## src/rtl/regf_dp_d0w_dnr_clr_if.sv

```systemverilog
// Bus bundle for the multi-read-port register file: one write port, N_RD read
// ports, clear request and busy flag.
interface regf_dp_d0w_dnr_clr_if #(
    parameter int unsigned DATA_WIDTH = 8,
    parameter int unsigned ADDR_WIDTH = 3,
    parameter int unsigned N_RD       = 2
);
    logic                       clr;
    logic                       busy;
    logic [ADDR_WIDTH-1:0]      address_0;
    logic [DATA_WIDTH-1:0]      data_0;
    logic                       we_0;
    logic [N_RD*ADDR_WIDTH-1:0] address_1;
    logic [N_RD-1:0]            rd_1;
    logic [N_RD*DATA_WIDTH-1:0] data_1;
    logic [N_RD-1:0]            valid_1;

    modport master (
        output clr, address_0, data_0, we_0, address_1, rd_1,
        input  busy, data_1, valid_1
    );

    modport slave (
        input  clr, address_0, data_0, we_0, address_1, rd_1,
        output busy, data_1, valid_1
    );
endinterface

```

## src/rtl/regf_dp_d0w_dnr_clr.sv

```systemverilog
// Register file with one write port, N_RD registered read ports, optional
// write-first bypass and a sweep engine that zeroes every entry after reset/clr.
module regf_dp_d0w_dnr_clr #(
    parameter int unsigned DATA_WIDTH = 8,
    parameter int unsigned ADDR_WIDTH = 3,
    parameter int unsigned REGF_DEPTH = 1 << ADDR_WIDTH,
    parameter int unsigned N_RD       = 2,
    parameter int unsigned BYPASS     = 1
) (
    input logic                  clk,
    input logic                  rst_n,
    regf_dp_d0w_dnr_clr_if.slave bus
);
    localparam int unsigned DW = DATA_WIDTH;
    localparam int unsigned AW = ADDR_WIDTH;
    localparam logic [AW:0]   DEPTH_W  = (AW+1)'(REGF_DEPTH);
    localparam logic [AW-1:0] LAST_IDX = AW'(REGF_DEPTH - 1);

    typedef enum logic [0:0] {ST_CLEAR = 1'b0, ST_IDLE = 1'b1} state_t;

    state_t               state_q, state_d;
    logic [AW-1:0]        cnt_q, cnt_d;
    logic                 busy_q, busy_d;
    logic [N_RD*DW-1:0]   data_1_q, data_1_d;
    logic [N_RD-1:0]      valid_1_q, valid_1_d;
    logic [DW-1:0]        regf_q [0:REGF_DEPTH-1];
    logic [DW-1:0]        regf_d [0:REGF_DEPTH-1];
    logic                 wr_ok_c;
    logic [AW-1:0]        rd_addr_c;
    logic [DW-1:0]        rd_val_c;

    // A write lands only when idle, not pre-empted by clr, and in range.
    assign wr_ok_c = (state_q == ST_IDLE) && !bus.clr && bus.we_0
                     && ({1'b0, bus.address_0} < DEPTH_W);

    // State register plus control/output flops.
    always_ff @(posedge clk) begin
        if (!rst_n) begin
            state_q   <= ST_CLEAR;
            cnt_q     <= '0;
            busy_q    <= 1'b1;
            data_1_q  <= '0;
            valid_1_q <= '0;
        end else begin
            state_q   <= state_d;
            cnt_q     <= cnt_d;
            busy_q    <= busy_d;
            data_1_q  <= data_1_d;
            valid_1_q <= valid_1_d;
        end
    end

    // Storage has no reset of its own; the sweep zeroes it.
    always_ff @(posedge clk) begin
        if (rst_n) begin
            regf_q <= regf_d;
        end
    end

    // Next-state: sweep to the last entry, or restart on clr.
    always_comb begin
        state_d = state_q;
        cnt_d   = cnt_q;
        case (state_q)
            ST_CLEAR: begin
                if (cnt_q == LAST_IDX) begin
                    state_d = ST_IDLE;
                    cnt_d   = '0;
                end else begin
                    cnt_d = cnt_q + AW'(1);
                end
            end
            ST_IDLE: begin
                if (bus.clr) begin
                    state_d = ST_CLEAR;
                    cnt_d   = '0;
                end
            end
            default: begin
                state_d = ST_CLEAR;
                cnt_d   = '0;
            end
        endcase
    end

    // Outputs and array update; reads sample the array before this cycle's write.
    always_comb begin
        busy_d    = (state_d == ST_CLEAR);
        valid_1_d = '0;
        data_1_d  = data_1_q;
        regf_d    = regf_q;
        rd_addr_c = '0;
        rd_val_c  = '0;
        if (state_q == ST_CLEAR) begin
            regf_d[cnt_q] = '0;
        end else begin
            for (int i = 0; i < int'(N_RD); i++) begin
                if (bus.rd_1[i]) begin
                    rd_addr_c = bus.address_1[i*AW +: AW];
                    rd_val_c  = ({1'b0, rd_addr_c} < DEPTH_W) ? regf_q[rd_addr_c] : '0;
                    if ((BYPASS != 0) && wr_ok_c && (rd_addr_c == bus.address_0)) begin
                        rd_val_c = bus.data_0;
                    end
                    valid_1_d[i]          = 1'b1;
                    data_1_d[i*DW +: DW]  = rd_val_c;
                end
            end
            if (wr_ok_c) begin
                regf_d[bus.address_0] = bus.data_0;
            end
        end
    end

    assign bus.busy    = busy_q;
    assign bus.data_1  = data_1_q;
    assign bus.valid_1 = valid_1_q;
endmodule

```

## src/flat_wrapper.sv

```systemverilog
// flat-port wrapper written by rule: the top's interface ports become plain ports
module regf_dp_d0w_dnr_clr_flat 
#(
    parameter int unsigned DATA_WIDTH = 8,
    parameter int unsigned ADDR_WIDTH = 3,
    parameter int unsigned REGF_DEPTH = 1 << ADDR_WIDTH,
    parameter int unsigned N_RD       = 2,
    parameter int unsigned BYPASS     = 1
)
  (clk, rst_n, bus_clr, bus_address_0, bus_data_0, bus_we_0, bus_address_1, bus_rd_1, bus_busy, bus_data_1, bus_valid_1);
  regf_dp_d0w_dnr_clr_if #(.DATA_WIDTH(DATA_WIDTH), .ADDR_WIDTH(ADDR_WIDTH), .N_RD(N_RD)) bus_i ();
  input logic clk;
  input logic rst_n;
  input wire logic [$bits(bus_i.clr)-1:0] bus_clr;
  input wire logic [$bits(bus_i.address_0)-1:0] bus_address_0;
  input wire logic [$bits(bus_i.data_0)-1:0] bus_data_0;
  input wire logic [$bits(bus_i.we_0)-1:0] bus_we_0;
  input wire logic [$bits(bus_i.address_1)-1:0] bus_address_1;
  input wire logic [$bits(bus_i.rd_1)-1:0] bus_rd_1;
  output wire logic [$bits(bus_i.busy)-1:0] bus_busy;
  output wire logic [$bits(bus_i.data_1)-1:0] bus_data_1;
  output wire logic [$bits(bus_i.valid_1)-1:0] bus_valid_1;
  assign bus_i.clr = bus_clr;
  assign bus_i.address_0 = bus_address_0;
  assign bus_i.data_0 = bus_data_0;
  assign bus_i.we_0 = bus_we_0;
  assign bus_i.address_1 = bus_address_1;
  assign bus_i.rd_1 = bus_rd_1;
  assign bus_busy = bus_i.busy;
  assign bus_data_1 = bus_i.data_1;
  assign bus_valid_1 = bus_i.valid_1;
  regf_dp_d0w_dnr_clr #(.DATA_WIDTH(DATA_WIDTH), .ADDR_WIDTH(ADDR_WIDTH), .REGF_DEPTH(REGF_DEPTH), .N_RD(N_RD), .BYPASS(BYPASS)) u_core (.clk(clk), .rst_n(rst_n), .bus(bus_i));
endmodule
```

## config.mk

```make
export PLATFORM = sky130hd
export DESIGN_NAME = regf_dp_d0w_dnr_clr_flat
export DESIGN_NICKNAME = d
export VERILOG_FILES = /design/src/rtl/regf_dp_d0w_dnr_clr_if.sv /design/src/rtl/regf_dp_d0w_dnr_clr.sv /design/src/flat_wrapper.sv
export SDC_FILE = /design/constraint.sdc
export NUM_CORES = 1
export LEC_CHECK = 0
export ABC_AREA = 1
export BUFFER_PORTS_ARGS = -buffer_cell sky130_fd_sc_hd__buf_2
export CAP_MARGIN = 20
export CORE_ASPECT_RATIO = 0.5
export CORE_MARGIN = 8
export CORE_UTILIZATION = 60
export DETAILED_ROUTE_END_ITERATION = 7
export HOLD_SLACK_MARGIN = 0.12
export MAX_ROUTING_LAYER = met4
export PLACE_DENSITY_LB_ADDON = 0.12
export SETUP_SLACK_MARGIN = 0.3
export SLEW_MARGIN = 30
export SYNTH_ARGS = -nofsm -noshare
export SYNTH_HDL_FRONTEND = slang
export SYNTH_SLANG_ARGS = --single-unit
export TNS_END_PERCENT = 50
```

## constraint.sdc

```tcl
create_clock -name clk -period 2.39 [get_ports clk]
set_clock_uncertainty 0.2 [all_clocks]
set_input_delay 0.3585 -clock clk [delete_from_list [all_inputs] [get_ports clk]]
set_output_delay 0.3585 -clock clk [all_outputs]
set_load 0.05 [all_outputs]
```

==> results of run 1 <==
## layout make-up
class,instances,area share
Timing Repair Buffer,68,0.0713
Multi-Input combinational cell,469,0.400
Clock inverter,5,0.0102
Tap cell,112,0.0243
Inverter,60,0.0400
Sequential cell,87,0.414
Clock buffer,10,0.0398
## timing repair
item                                   in CTS  in global routing
buffers inserted                            0                  0
resized for setup                           0                  1
endpoints found under the hold margin       1                  0
setup endpoints to repair                   0                  6
hold buffers                                1                  0
## power groups by stage
stage	logic (mW)	registers (mW)	clock network, mW
2_1_floorplan	0.382	1.83	0
3_3_place_gp	0.530	1.86	0
3_5_place_dp	0.544	1.86	0
4_1_cts	0.547	1.83	1.38
5_1_grt	0.617	1.85	1.44
6_report	0.568	1.84	1.38
## worst max path at each step
stage	slack, ns	cells after the start	start	end
finish	0.39	5	u_core.state_q	u_core.regf_q[39]
detailed placement	0.32	7	bus_clr	u_core.regf_q[39]
floorplan	0.49	5	bus_address_0[1]	u_core.regf_q[32]
global route	0.34	5	rst_n	u_core.regf_q[13]
CTS	0.35	5	u_core.state_q	u_core.regf_q[39]
global placement	0.39	7	bus_clr	u_core.regf_q[39]
## registers in the layout (all words and copies together), names as in the netlist
| name | flops |
|---|---|
| u_core.regf_q | 64 |
| u_core.bus.valid_1 | 2 |
| u_core.bus.data_1 | 16 |
| u_core.bus.busy | 1 |
| u_core.cnt_q | 3 |
| u_core.state_q | 1 |
## cell usage after synthesis
cell type    n
nor3_1       8
nand3_1     97
o21ai_2      2
nor2_2       2
o32ai_1     16
a21oi_2      4
dfxtp_1     23
inv_2        6
clkinv_1     1
a21oi_1     37
buf_2       14
clkbuf_1    17
o21ai_1      2
o21ai_0     25
ha_1         2
nor2_1       6
nand2_1    201
nor2_4       2
inv_4        2
buf_1        1
a211oi_1     1
o211ai_1    14
inv_1       51
edfxtp_1    64
buf_4        4
o22ai_1     48
buf_6        3
nand2_2      2
## kinds of logic (layout without fill, tap and decap cells)
kind of cell	after synthesis	count (layout)	share of synthesized area
buffers and inverters	99	143	0.0844
adder cells (fa/ha/maj)	2	2	0.00489
AO/OA/AOI/OAI	149	149	0.181
AND/OR/NAND/NOR	318	318	0.264
flip-flops	87	87	0.466
## stage by stage
step	area (sq um)	utilization	std cells	power, mW	worst slack [ns]
after floorplan	5110	-	655	2.21	0.485
after global placement	5450	0.670	795	2.39	0.392
after detailed placement	5450	0.670	795	2.41	0.320
after CTS	5750	0.706	811	3.76	0.352
after global routing	5760	0.707	811	3.90	0.341
final	5760	0.707	811	3.78	0.393
## critical path, stage by stage (launching register included)
cell	delay [ns]
dfxtp_1	0.44
nand3_1	0.25
nand2_1	0.11
nand2_1	0.26
a21oi_2	0.26
buf_4	0.19
## metal layers
layer  vias to the layer above  wire (um)
met4                         0        212
met5                         -          0
met1                      2317       6830
met2                       391       6430
li1                       2374          -
met3                        30       2500
==> key figures, run 1 <==
Die
  • Initial Utilization: 0.628
  • I/O Pins: 42
  • Die H: 81.3 um
  • Die area: 11900 sq um
  • Die Wd: 147 um
  • Core area: ~8100 sq um
  • Row cnt: 23

STA
  • Fmax: 0.501 GHz
  • Final hold slack: ~0.14 ns
  • Final worst path period need: 2.00 ns
  • Worst-Margin Slew: approximately 0.56 ns
  • Endpoints failing hold: 0
  • Max-slew headroom: 0.626
  • Final Max Tran Viols: 0
  • Unrepaired setup endpoints after global routing: false
  • Final setup violation count: 0
  • Setup TNS: 0 ns
  • Post-route clock period utilization: 0.835

Finish
  • Layout cells sized above 1: 0.146
  • Area occupied by registers: between 2000 and 2500 sq um
  • Most frequent cells in the layout: 201 x nand2_1, 97 x nand3_1, 64 x edfxtp_1
  • Area growth syn-to-layout: 12.5%
  • Total Nets Final: just over 700
  • Filler cell count: 650
  • ANT cells: 0
  • Most common cell after layout, fill and taps aside: nand2_1
  • Multi-input gate area: 2300 sq um

Drt
  • DR WL/cell: 19.7 um
  • First drt pass iteration count: 5
  • Detailed Route Iter0 Violations: ~1100
  • Via count: just over 5000
  • Detailed-route vias per instance: 6.30
  • DRT antenna net count: 0
  • DRT Wirelength: 16000 um
  • DRC: 0

Synth
  • Mapped Cells: 655
  • Netlist Area Pre-Place: 5110 sq um
  • Avg Inst Size Synth: 7.81 sq um
  • Register area share after synthesis: 0.466
  • Top post-synthesis cells by area: edfxtp_1 38%, nand2_1 15%, nand3_1 9.5%
  • Synth cell types: 28
  • Synth Register Bits: 87
  • Synth warn: 0
  • Cell taking the most area after synthesis: edfxtp_1
  • Synth top area share: 0.376
  • Syn_nets: just under 700

Pwr
  • Power Density: 658 nW/um^2
  • Clk pwr share: 0.364
  • Sw Ratio: 0.271
  • Leak: 2.54 nW
  • Maximum vdd drop: 451 uV
  • Gate power share: 0.150
  • P_sw: 1.03 mW
  • Reg power frac: 0.486
  • Cell internal pwr: 2.76 mW

Worst setup path
  • Critical R2R Launch: u_core.state_q
  • Req. time, crit path: 2.25 ns
  • Crit Path Max Fanout: 8
  • Reg2Reg Depth: 5
  • CP endpoint kind: flop
  • Setup crit start kind: flop
  • R2R Setup Slk: 0.39 ns
  • CP arrival: 1.85 ns
  • Worst setup path category: reg2reg
  • Worst r2r dst: u_core.regf_q[39]

Placed design
  • Final HPWL DP: 11400 um
  • IO buf count: slightly above 40
  • Final GP Congestion: 0.990

Global routing
  • Met3 usage: 0.107
  • Largest net degree at the start of global routing: 53
  • First-pass GRT wire length: 24400 um
  • Initial antenna violation count: 0
  • Top Usage Layer GRT: met2
  • Met1 usage: 0.370
  • Met2 usage: 0.382
  • Gr ovfl total: 0
  • Total global-route track usage: 0.273
  • Vias in the first global route: 4268

Clock network
  • CTS clk-pin slew, worst paths: 0.06 ns
  • Clock sinks: between 80 and 90
  • Root buffer cell: clkbuf_16
  • CTS buffer count: 9
  • Clock tree buffer depth: 2
  • TritonCTS clock tree: done
  • Worst-skew pair later-pin latency: 0.34 ns
  • # H-tree levels: 3

Worst hold path
  • Hold endpoint: u_core.cnt_q[1]
  • Tightest Hold Check Type: in2reg
  • Hold Crit Depth: 4
  • Hold Crit Start: bus_clr

Outcome
  • Status: finished, final reports clean

Job
  • Max Cap Viol: 0
No activity file was read; power rests on OpenSTA's default activity.
==> inputs of run 2 (changes only) <==
Settings changed: CORE_UTILIZATION 60 to 55.
Clock period 2.39 ns to 1.7 ns, I/O delays scaled along.
==> key figures, run 2 (synthesis results as in run 1) <==
Worst setup path
  • Slowest cell delay on critical path: 0.40 ns
  • Critical path's slowest cell: dfxtp_4
  • CP Launch Point: u_core.state_q
  • Cell depth of the worst setup path: 4
  • Req. time, crit path: approximately 1.6 ns
  • Reg2Reg Depth: 4
  • Worst r2r dst: u_core.regf_q[18]
  • Setup crit start kind: flop
  • CP arrival: 1.53 ns
  • Worst path buffer plus inverter count: 2
  • CP Cell Sequence: clkinv_1 -> buf_4 -> nand2_1 -> o22ai_1
  • Setup crit end: u_core.regf_q[18]
  • Critical R2R Launch: u_core.state_q
  • R2R Setup Slk: 0.06 ns
  • Critical path's top delay family: buffers and inverters
  • Worst setup path category: reg2reg
  • CP endpoint kind: flop
  • Crit Path Max Fanout: 24

Pwr
  • Cell internal pwr: 3.99 mW
  • Power Density: 843 nW/um^2
  • Reg power frac: 0.459
  • Maximum vdd drop: 548 uV
  • P_sw: 1.63 mW
  • Leak: 2.87 nW
  • Clk pwr share: 0.355
  • Gate power share: 0.186
  • Sw Ratio: 0.290
  • Design Power: 5.63 mW

Clock network
  • CTS clk-pin slew, worst paths: around 0.07 ns
  • # H-tree levels: 3
  • Clock tree buffer depth: 2
  • TritonCTS clock tree: done
  • Clock sinks: 87
  • Worst-skew pair later-pin latency: 0.35 ns
  • Root buffer cell: clkbuf_16
  • CTS buffer count: 9

Drt
  • Via count: 5554
  • DRT antenna net count: 0
  • First drt pass iteration count: 8
  • Detailed Route Iter0 Violations: between 1000 and 1500
  • DR WL/cell: 23.2 um
  • Detailed-route vias per instance: 6.43
  • DRT Wirelength: around 20000 um
  • DRC: 0

STA
  • Post-route clock period utilization: 0.967
  • Unrepaired setup endpoints after global routing: true
  • Final Max Tran Viols: 0
  • Worst-Margin Slew: 0.558 ns
  • Max-slew headroom: 0.628
  • Final setup violation count: 0
  • Setup TNS: 0 ns
  • Fmax: 0.608 GHz
  • Final worst path period need: 1.64 ns
  • Endpoints failing hold: 0

Finish
  • Total Nets Final: 763
  • Largest register FFs: 64
  • Filler cell count: 721
  • Most frequent cells in the layout: 191 x nand2_1, 87 x nand3_1, 64 x edfxtp_1
  • Layout cells sized above 1: 0.271
  • Cell area after layout: 6670 sq um
  • Area growth syn-to-layout: 30.5%
  • Most common cell after layout, fill and taps aside: nand2_1
  • Largest Register: u_core.regf_q
  • Final Core Density: 0.723
  • ANT cells: 0

Global routing
  • Initial antenna violation count: 0
  • First-pass GRT wire length: 30100 um
  • Total global-route track usage: 0.313
  • Vias in the first global route: between 5000 and 6000
  • Largest net degree at the start of global routing: between 40 and 50
  • Gr ovfl total: 0

Die
  • Die Wd: 152 um
  • Core area: 9230 sq um
  • Die H: 84.2 um
  • I/O Pins: 42
  • Initial Utilization: 0.554
  • Row cnt: 25
  • Die area: 12800 sq um

Placed design
  • Placed Instance Area: roughly 6000 sq um
  • IO buf count: 41
  • Final HPWL DP: between 10000 and 15000 um
  • Final GP Congestion: 0.934

Job
  • Max Cap Viol: 0

Outcome
  • Status: finished, final reports clean

Worst hold path
  • Tightest Hold Check Type: in2reg
run 2: changes by cell type in the layout (fill, tap and decap cells not counted), moves of 5 or more:
cell     change
nand2_1     -10
nor3_4       +8
nand3_1     -10
o32ai_1      -5
inv_1        -7
a21oi_4      +8
a21oi_1     -10
o32ai_2      +5
nor3_1       -8
buf_4       +21
nand2_2      +6
nand3_2      +9
buf_12      +12
run 2: cell type report:
| class | count | area, sq um | area share |
|---|---|---|---|
| clock buffer | 9 | 225 | 0.0337 |
| clock inverter | 7 | 70.1 | 0.0105 |
| inverter | 60 | 245 | 0.0367 |
| multi-input combinational | 471 | 2690 | 0.403 |
| sequential | 87 | 2400 | 0.359 |
| tap | 121 | 151 | 0.0227 |
| timing repair buffer | 108 | 887 | 0.133 |
| timing repair inverter | 1 | 7.51 | 0.00112 |
run 2: layer usage:
metal | vias up | track usage | part of all wire
li1 | 2469 | - | -
met1 | 2604 | 0.425 | 0.41
met2 | 426 | 0.434 | 0.43
met3 | 55 | 0.109 | 0.15
met4 | 0 | 0.0828 | 0.022
met5 | - | - | 0
run 2: worst min path at each step:
stage / from / endpoint / cells after the start
floorplan: bus_clr / u_core.cnt_q[1] / 3
detailed placement: u_core.bus.data_1[3] / u_core.bus.data_1[3] / 2
finish: bus_rd_1[0] / u_core.bus.valid_1[0] / 4
global placement: u_core.bus.data_1[13] / u_core.bus.data_1[13] / 2
global route: bus_data_0[6] / u_core.bus.data_1[14] / 5
CTS: bus_rd_1[1] / u_core.bus.valid_1[1] / 4
run 2: stage by stage:
step	std cells	hold slack, ns	worst slack [ns]
2_1_floorplan	655	0.234	0.208
3_3_place_gp	828	0.250	0.0536
3_5_place_dp	828	0.252	0.00485
4_1_cts	854	0.0834	0.102
5_1_grt	864	0.133	-0.0141
6_report	864	0.0947	0.0553
run 2: power by group through the flow:
stage	Sequential [mW]	Clock [mW]	Combinational (mW)
global route	2.59	2.07	1.12
global placement	2.62	0	0.893
floorplan	2.59	0	0.586
detailed placement	2.62	0	0.916
finish	2.58	2.00	1.04
CTS	2.57	2.00	0.960
run 2: repair_timing:
item                       CTS  global route
hold endpoints to repair    11             0
cloned                       0             3
hold buffers                 4             0
setup endpoints to repair  153           166
buffers inserted             6             7
pin swaps                    2            14
resized for setup            9            36
run 2: tightest hold or removal path, stage by stage:
cell and delay (ns):
buf_2 0.09, nand2_1 0.07, buf_4 0.14, nor2_1 0.04
